[src/rtl/mem_arbiter_pkg.sv]
// Shared types and constants for the two-port slow-memory arbiter.
package mem_arbiter_pkg;

    localparam int ADDR_W          = 32;
    localparam int DATA_W          = 32;
    localparam int TIMEOUT_DEFAULT = 64;

    localparam logic [ADDR_W-1:0] MEM_ADDR_IDLE = '0;
    localparam logic [DATA_W-1:0] MEM_DATA_NONE = '0;

    typedef enum logic [1:0] {
        ST_IDLE = 2'd0,
        ST_BUSY = 2'd1,
        ST_DONE = 2'd2
    } state_t;

    typedef enum logic {
        SIDE_I = 1'b0,
        SIDE_D = 1'b1
    } side_t;

    typedef enum logic {
        OP_READ  = 1'b0,
        OP_WRITE = 1'b1
    } op_t;

    // Under contention the side that did not win last time goes first.
    function automatic side_t pick_side(input logic i_want, input logic d_want,
                                        input side_t last);
        if (i_want && d_want)
            return (last == SIDE_D) ? SIDE_I : SIDE_D;
        else if (i_want)
            return SIDE_I;
        else
            return SIDE_D;
    endfunction

endpackage

[src/rtl/mem_arbiter.sv]
// Arbitrates instruction and data ports onto one slow memory, with a
// per-transaction timeout and a sticky error flag.
module mem_arbiter
    import mem_arbiter_pkg::*;
#(
    parameter int TIMEOUT = TIMEOUT_DEFAULT
) (
    input  logic              clk,
    input  logic              rst,
    input  logic              i_req,
    input  logic [ADDR_W-1:0] i_addr,
    output logic [DATA_W-1:0] i_dout,
    output logic              i_ack,
    output logic              i_stall,
    input  logic              d_ren,
    input  logic              d_wen,
    input  logic [ADDR_W-1:0] d_addr,
    input  logic [DATA_W-1:0] d_din,
    output logic [DATA_W-1:0] d_dout,
    output logic              d_ack,
    output logic              d_stall,
    output logic [ADDR_W-1:0] m_addr,
    output logic [DATA_W-1:0] m_din,
    output logic              m_ren,
    output logic              m_wen,
    input  logic [DATA_W-1:0] m_dout,
    input  logic              m_ack,
    output logic              err
);

    // state | meaning
    // IDLE  | no transaction; arbitrate pending requests
    // BUSY  | latched request on memory bus, waiting for m_ack or timeout
    // DONE  | one-cycle ack to granted side; memory bus quiet (recovery gap)

    localparam int          CW   = $clog2(TIMEOUT + 1);
    localparam logic [CW-1:0] LAST = CW'(TIMEOUT - 1);

    state_t              state, state_nxt;
    side_t               grant_q, last_grant, side_sel;
    op_t                 op_q;
    logic [ADDR_W-1:0]   addr_q;
    logic [DATA_W-1:0]   din_q;
    logic [DATA_W-1:0]   data_q;
    logic [CW-1:0]       count;
    logic                d_req;
    logic                take;
    logic                hit;
    logic                expire;

    assign d_req = d_ren | d_wen;

    always_comb begin
        state_nxt = state;
        side_sel  = SIDE_I;
        take      = 1'b0;
        hit       = 1'b0;
        expire    = 1'b0;
        case (state)
            ST_IDLE: begin
                if (i_req || d_req) begin
                    take      = 1'b1;
                    side_sel  = pick_side(i_req, d_req, last_grant);
                    state_nxt = ST_BUSY;
                end
            end
            ST_BUSY: begin
                if (m_ack) begin
                    hit       = 1'b1;
                    state_nxt = ST_DONE;
                end else if (count == LAST) begin
                    expire    = 1'b1;
                    state_nxt = ST_DONE;
                end
            end
            ST_DONE: state_nxt = ST_IDLE;
            default: state_nxt = ST_IDLE;
        endcase
    end

    always_ff @(posedge clk or negedge rst) begin
        if (!rst) begin
            state      <= ST_IDLE;
            grant_q    <= SIDE_I;
            last_grant <= SIDE_D;
            op_q       <= OP_READ;
            addr_q     <= MEM_ADDR_IDLE;
            din_q      <= MEM_DATA_NONE;
            data_q     <= MEM_DATA_NONE;
            count      <= '0;
            err        <= 1'b0;
        end else begin
            state <= state_nxt;
            if (take) begin
                grant_q    <= side_sel;
                last_grant <= side_sel;
                count      <= '0;
                if (side_sel == SIDE_D) begin
                    // Simultaneous read+write from the data side is a write.
                    op_q   <= d_wen ? OP_WRITE : OP_READ;
                    addr_q <= d_addr;
                    din_q  <= d_wen ? d_din : MEM_DATA_NONE;
                end else begin
                    op_q   <= OP_READ;
                    addr_q <= i_addr;
                    din_q  <= MEM_DATA_NONE;
                end
            end else if (state == ST_BUSY) begin
                count <= count + CW'(1);
                if (hit) begin
                    data_q <= (op_q == OP_READ) ? m_dout : MEM_DATA_NONE;
                end else if (expire) begin
                    data_q <= MEM_DATA_NONE;
                    err    <= 1'b1;
                end
            end
        end
    end

    assign m_addr = addr_q;
    assign m_din  = din_q;
    assign m_ren  = (state == ST_BUSY) && (op_q == OP_READ);
    assign m_wen  = (state == ST_BUSY) && (op_q == OP_WRITE);

    assign i_ack  = (state == ST_DONE) && (grant_q == SIDE_I);
    assign d_ack  = (state == ST_DONE) && (grant_q == SIDE_D);
    assign i_dout = i_ack ? data_q : MEM_DATA_NONE;
    assign d_dout = d_ack ? data_q : MEM_DATA_NONE;

    assign i_stall = i_req & ~i_ack;
    assign d_stall = d_req & ~d_ack;

endmodule
[config.mk]
export PLATFORM = sky130hd
export DESIGN_NAME = mem_arbiter
export DESIGN_NICKNAME = d
export VERILOG_FILES = /design/src/rtl/mem_arbiter_pkg.sv /design/src/rtl/mem_arbiter.sv
export SDC_FILE = /design/constraint.sdc
export NUM_CORES = 1
export LEC_CHECK = 0
export BUFFER_PORTS_ARGS = -buffer_cell sky130_fd_sc_hd__buf_2
export CAP_MARGIN = 30
export CORE_AREA = 3 3 118 120
export CTS_CLUSTER_DIAMETER = 100
export DETAILED_ROUTE_END_ITERATION = 8
export DIE_AREA = 0 0 121 123
export GPL_TIMING_DRIVEN = 0
export PLACE_DENSITY_LB_ADDON = 0.2
export SYNTH_ARGS = -nofsm -noshare
export SYNTH_HDL_FRONTEND = slang
export SYNTH_SLANG_ARGS = --single-unit
export TNS_END_PERCENT = 5
[constraint.sdc]
create_clock -name clk -period 1.55 [get_ports clk]
set_input_delay 0.3875 -clock clk [delete_from_list [all_inputs] [get_ports clk]]
set_output_delay 0.3875 -clock clk [all_outputs]
set_load 0.02 [all_outputs]
* Yosys cells after proc, flatten, opt, wreduce, memory -nomap -nowiden
Cells that the tools add are included.
** Word-level totals
- Bits in read-only memories :: 0
- Latch bits :: 0
- Output and inout bits :: 135
- Bits of input ports :: 134
- Register bits :: 109
- Word-level logic and storage cells :: 64
- Memories :: 0
- Memory bits (writable) :: 0
** Operators by class
- Divide/modulo/power cells :: 0
- Multipliers :: 0
- Shift-type cells :: 0
- Mux-type cells :: 28
- Add/subtract/negate cells :: 1
- Bitwise gates (word level) :: 9
- Eq/ne operators :: 5
- $lt $le $gt $ge :: 0
- Reductions and logical operators :: 12
** Operator list (count)
- 32-bit 2-to-1 mux :: 8
- 1-bit 2-to-1 mux :: 14
- 7-bit 2-to-1 mux :: 2
- 7-bit by 1-bit adder with 7-bit output (second input constant) :: 1
- 7-bit by 6-bit == test with 1-bit output (second input constant) :: 1
- 2-bit 2-to-1 mux :: 3
- 1-bit inverter :: 6
- 1-bit logical AND :: 5
- 2-bit one-hot mux with 2 select lines :: 1
- 4-bit AND reduction :: 1
- 2-bit nonzero test :: 2
- 3-bit inequality test (second input constant) :: 1
- 3-bit AND reduction :: 1
- 1-bit bitwise AND :: 2
- 2-bit by 1-bit == test with 1-bit output (second input constant) :: 1
- 2-bit == test (second input constant) :: 1
- 2-bit zero test :: 1
- 2-bit inequality test (second input constant) :: 1
- 2-bit AND reduction :: 1
- 1-bit logical OR :: 1
- 1-bit OR :: 1

* Depth between registers and ports, before layout
- Depth after elaboration :: 6
- Gate-level depth with buffers :: 6

* Worst setup path after synthesis
Ideal clock, no wire load.
- Path kind :: register to output
- Start :: reg state[0]
- End :: out i_dout[22]
- Arrival time :: 1.463 ns
- Stages on the path, launching flop included :: 5
- Path buffers :: 2
- Slack :: -0.300 ns
- Cell sequence :: dfrtp_1 buf_2 nor3b_1 buf_2 and2_1
** On the way
- Cells in the longest elaborated chain, start to end :: 3
** RTL lines
- from (decl) :: RTL line mem_arbiter.sv:39 : state_t state, state_nxt;
- from (signal assigned) :: RTL line mem_arbiter.sv:93 : state <= state_nxt;
- 2-bit == test :: RTL line mem_arbiter.sv:125 : assign i_ack = (state == ST_DONE) && (grant_q == SIDE_I);
- 1-bit logical AND :: RTL line mem_arbiter.sv:125
- net i_ack :: RTL line mem_arbiter.sv:13 : output logic i_ack,
- 32-bit 2-to-1 mux :: RTL line mem_arbiter.sv:127 : assign i_dout = i_ack ? data_q : MEM_DATA_NONE;
- to (decl) :: RTL line mem_arbiter.sv:12 : output logic [DATA_W-1:0] i_dout,
The timed path passes the listed nets, and every way through them passes these cells.

* Final worst setup path
- Start :: reg state[0]
- End :: out d_dout[7]
** On the way
- Cells in the longest elaborated chain, start to end :: 3
** RTL lines
- 2-bit == test :: RTL line mem_arbiter.sv:126 : assign d_ack = (state == ST_DONE) && (grant_q == SIDE_D);
- 1-bit logical AND :: RTL line mem_arbiter.sv:126
- 32-bit 2-to-1 mux :: RTL line mem_arbiter.sv:128 : assign d_dout = d_ack ? data_q : MEM_DATA_NONE;
- to (decl) :: RTL line mem_arbiter.sv:19 : output logic [DATA_W-1:0] d_dout,
No other way between the ends.

==> results.sh <==
export IMPL_hold_viol_final=0
export IMPL_grt_met2_usage_pct=38.9
export IMPL_synth_simple_gate_area_share_pct=19.1
export IMPL_status="complete, but fails checks"
export IMPL_path_depth=5
export IMPL_grtUsageMet3_pct=3.98
export IMPL_synth_cells=535
export IMPL_rows=42
export IMPL_num_vias=5394
export IMPL_core_area_sq_um=13100
export IMPL_p_leak_uw=0.00389
export IMPL_start_kind="flip-flop"
export IMPL_dieArea_sq_um=14900
export IMPL_async_reset_ff_share_pct=100
export IMPL_clkLatencyLatePin_ns=0.35
export IMPL_drc=0
export IMPL_dp_cells=980
export IMPL_grt_use_total_pct=22.7
export IMPL_synth_xor_area_share_pct=0.162
export IMPL_floorplan_initialDensity_pct=41.4
export IMPL_htree_num_levels=3
export IMPL_netlist_area_sq_um=5420
export IMPL_mostFrequentLayoutCells="buf_2, dfrtp_1, buf_6, o21ai_0, and2_4"
export IMPL_synth_enable_flop_cells=0
export IMPL_critical_path_most_common_cell="buf_6"
export IMPL_crit_slowest_cell="and3b_4"
export IMPL_p_per_area_nw_per_um2=1890
export IMPL_post_route_util_pct=62.6
export IMPL_cp_cell_sequence="buf_6, and3b_4, clkbuf_8, and2_2, buf_6"
export IMPL_worst_path_buf_inv=3
export IMPL_vias_per_cell=5.32
export IMPL_cts_clk_slew_worst_paths_ns=0.07
export IMPL_root_buffer="clkbuf_16"
export IMPL_fin_ws_ns=-0.540
export IMPL_antenna_found_initial=0
export IMPL_cts_sinks=109
export IMPL_min_period_over_period_pct=135
export IMPL_worstHoldPathType="primary input to async pin"
export IMPL_grt_start_max_net_pins=59
export IMPL_drtIter0Drc=304
export IMPL_use_met1_pct=29.0
export IMPL_ctsLongestPathBuffers=2
export IMPL_io_buffer_count=268
export IMPL_synthAdderAreaFrac_pct=0.231
export IMPL_cp_end_kind="output port"
export IMPL_clock_skew_ns=0.00779
export IMPL_crit_type="flip-flop to output port"
export IMPL_die_w_microns=121
export IMPL_place_area_sq_um=7090
export IMPL_num_antenna_cells=0
export IMPL_fin_crit_ns=2.09
export IMPL_vdd_drop_max_mv=1.09
export IMPL_areaGrowthSynthToFinish_pct=51.3
export IMPL_grt_pass1_vias=5312
export IMPL_dieHeight_microns=123
export IMPL_final_common_cell="buf_2"
export IMPL_tightest_slew_ns=0.768
export IMPL_nets=967
export IMPL_dr_pass1_iters=4
export IMPL_rr_worst_depth=6
export IMPL_busiest_layer="met2"
export IMPL_maxSlewViolCount=0
export IMPL_cts_inserted_buffers=9
export IMPL_r2r_setup_slack_ns=-0.16
export IMPL_worstPathMaxFanout=8
export IMPL_critPathMaxStageDelay_ns=0.39
export IMPL_rsz0062_at_grt="true"
export IMPL_cts_tree="done"
export IMPL_fin_cells=1013
export IMPL_synth_seq_cells=109
export IMPL_crit_family="simple AND/OR/NAND/NOR gates"
export IMPL_synthMuxAreaShare_pct=0
export IMPL_synth_compound_area_share_pct=25.5
export IMPL_antenna_left=0
export IMPL_relSlewSlack_pct=48.8
export IMPL_drive_gt1_share_pct=50.9
export IMPL_stdcell_area_sq_um=8200
export IMPL_synth_top_family_by_area="compound AO/OA/AOI/OAI gates"
export IMPL_total_power_uw=15500
export IMPL_setup_viol=133
export IMPL_ios=269
export IMPL_yosysUniqueCellTypes=40
export IMPL_worstPathArrival_ns=1.70
export IMPL_synth_nets=670
export IMPL_wl_microns=17700
export IMPL_synth_avg_cell_area_sq_um=10.1
export IMPL_drv_cap=0
export IMPL_yosysSeqAreaShare_pct=50.4
export IMPL_grt_overflow=0
export IMPL_fmax_ghz=0.479
export IMPL_grt_pass1_wl_microns=27100
export IMPL_place_gp_congestion=0.821
export IMPL_wl_per_cell_microns=17.5
export IMPL_violations="negative setup slack"
export IMPL_n_fill_cell=1107
export IMPL_ys_flop_type="dfrtp_1"
export IMPL_ys_warn_count=0
export IMPL_worstPathRequired_ns=1.16
export IMPL_hold_buffers=0
export IMPL_dp_hpwl_microns=12600
[final cells by class]
| cell class | count | area (sq um) | area share (%) |
|---|---|---|---|
| multi-input cells | 373 | 2630 | 32.1 |
| repair buffers | 286 | 1910 | 23.3 |
| flip-flops and latches | 109 | 2730 | 33.3 |
| well taps | 176 | 220 | 2.69 |
| inverters | 1 | 3.75 | 0.0458 |
| plain buffers | 52 | 407 | 4.96 |
| clock buffers | 10 | 239 | 2.92 |
| clock inverters | 6 | 52.6 | 0.641 |
[what timing repair did]
action                     4_1_cts  5_1_grt
pin swaps                        1        0
resized for setup              177       86
setup endpoints to repair      168      173
buffers inserted                 9        3
gates cloned                     5        1
hold endpoints to repair         0        0
[routing by layer]
metal	up-vias	wire, microns
met2	202	9110
met5	-	0
met4	0	299
li1	2527	-
met3	22	1110
met1	2643	7220
[synth_stat cells, types with 2 or more instances]
| cell type | number | share of area (%) |
|---|---|---|
| a31oi_2 | 10 | 2.3 |
| a22oi_1 | 32 | 4.4 |
| a21oi_1 | 36 | 3.3 |
| a22o_1 | 32 | 5.2 |
| buf_6 | 2 | 0.42 |
| o21ai_0 | 68 | 6.3 |
| nand2_1 | 4 | 0.28 |
| nor2b_1 | 2 | 0.23 |
| dfrtp_1 | 108 | 50 |
| a31oi_1 | 22 | 2.5 |
| nand3b_1 | 33 | 4.6 |
| or3_1 | 5 | 0.58 |
| a21o_1 | 4 | 0.55 |
| clkbuf_1 | 29 | 2.0 |
| nor2_1 | 7 | 0.49 |
| buf_2 | 18 | 1.7 |
| nand2b_1 | 33 | 3.8 |
| buf_4 | 3 | 0.42 |
| and2_1 | 66 | 7.6 |
[where the power goes]
group	total, uW	switching [uW]	internal (uW)
logic	7940	4460	3490
registers	5300	1050	4250
clock network	2290	1120	1160
[state kept, by name, summed over array words and instances (netlist names)]
register	flops
grant_q	1
state	2
m_addr	32
count	7
last_grant	1
err	1
m_din	32
op_q	1
data_q	32
[cell families (layout without fill, tap and decap cells)]
| kind of cell | Yosys count | in the layout |
|---|---|---|
| flops | 109 | 109 |
| simple gates | 160 | 161 |
| compound gates | 210 | 210 |
| fa+ha+maj | 1 | 1 |
| buf+inv | 54 | 355 |
| xor+xnor | 1 | 1 |
[through the flow]
step,worst slack [ns],hold slack [ns],setup TNS (ns)
2_1_floorplan,-0.0627,0.0919,-3.06
3_3_place_gp,-1.15,0.461,-164.68
3_5_place_dp,-0.555,0.468,-44.84
4_1_cts,-0.537,0.119,-41.30
5_1_grt,-0.593,0.147,-49.52
6_report,-0.540,0.0887,-39.71
[final timing paths]
path | startpoint | endpoint
max | state[0] | d_dout[7]
min | rst | data_q[18]
max reg2reg | state[0] | m_addr[16]
min reg2reg | err | err
max in group asynchronous | rst | last_grant
min in group clk | d_din[2] | m_din[2]
No activity file was read; power rests on OpenSTA's default activity.
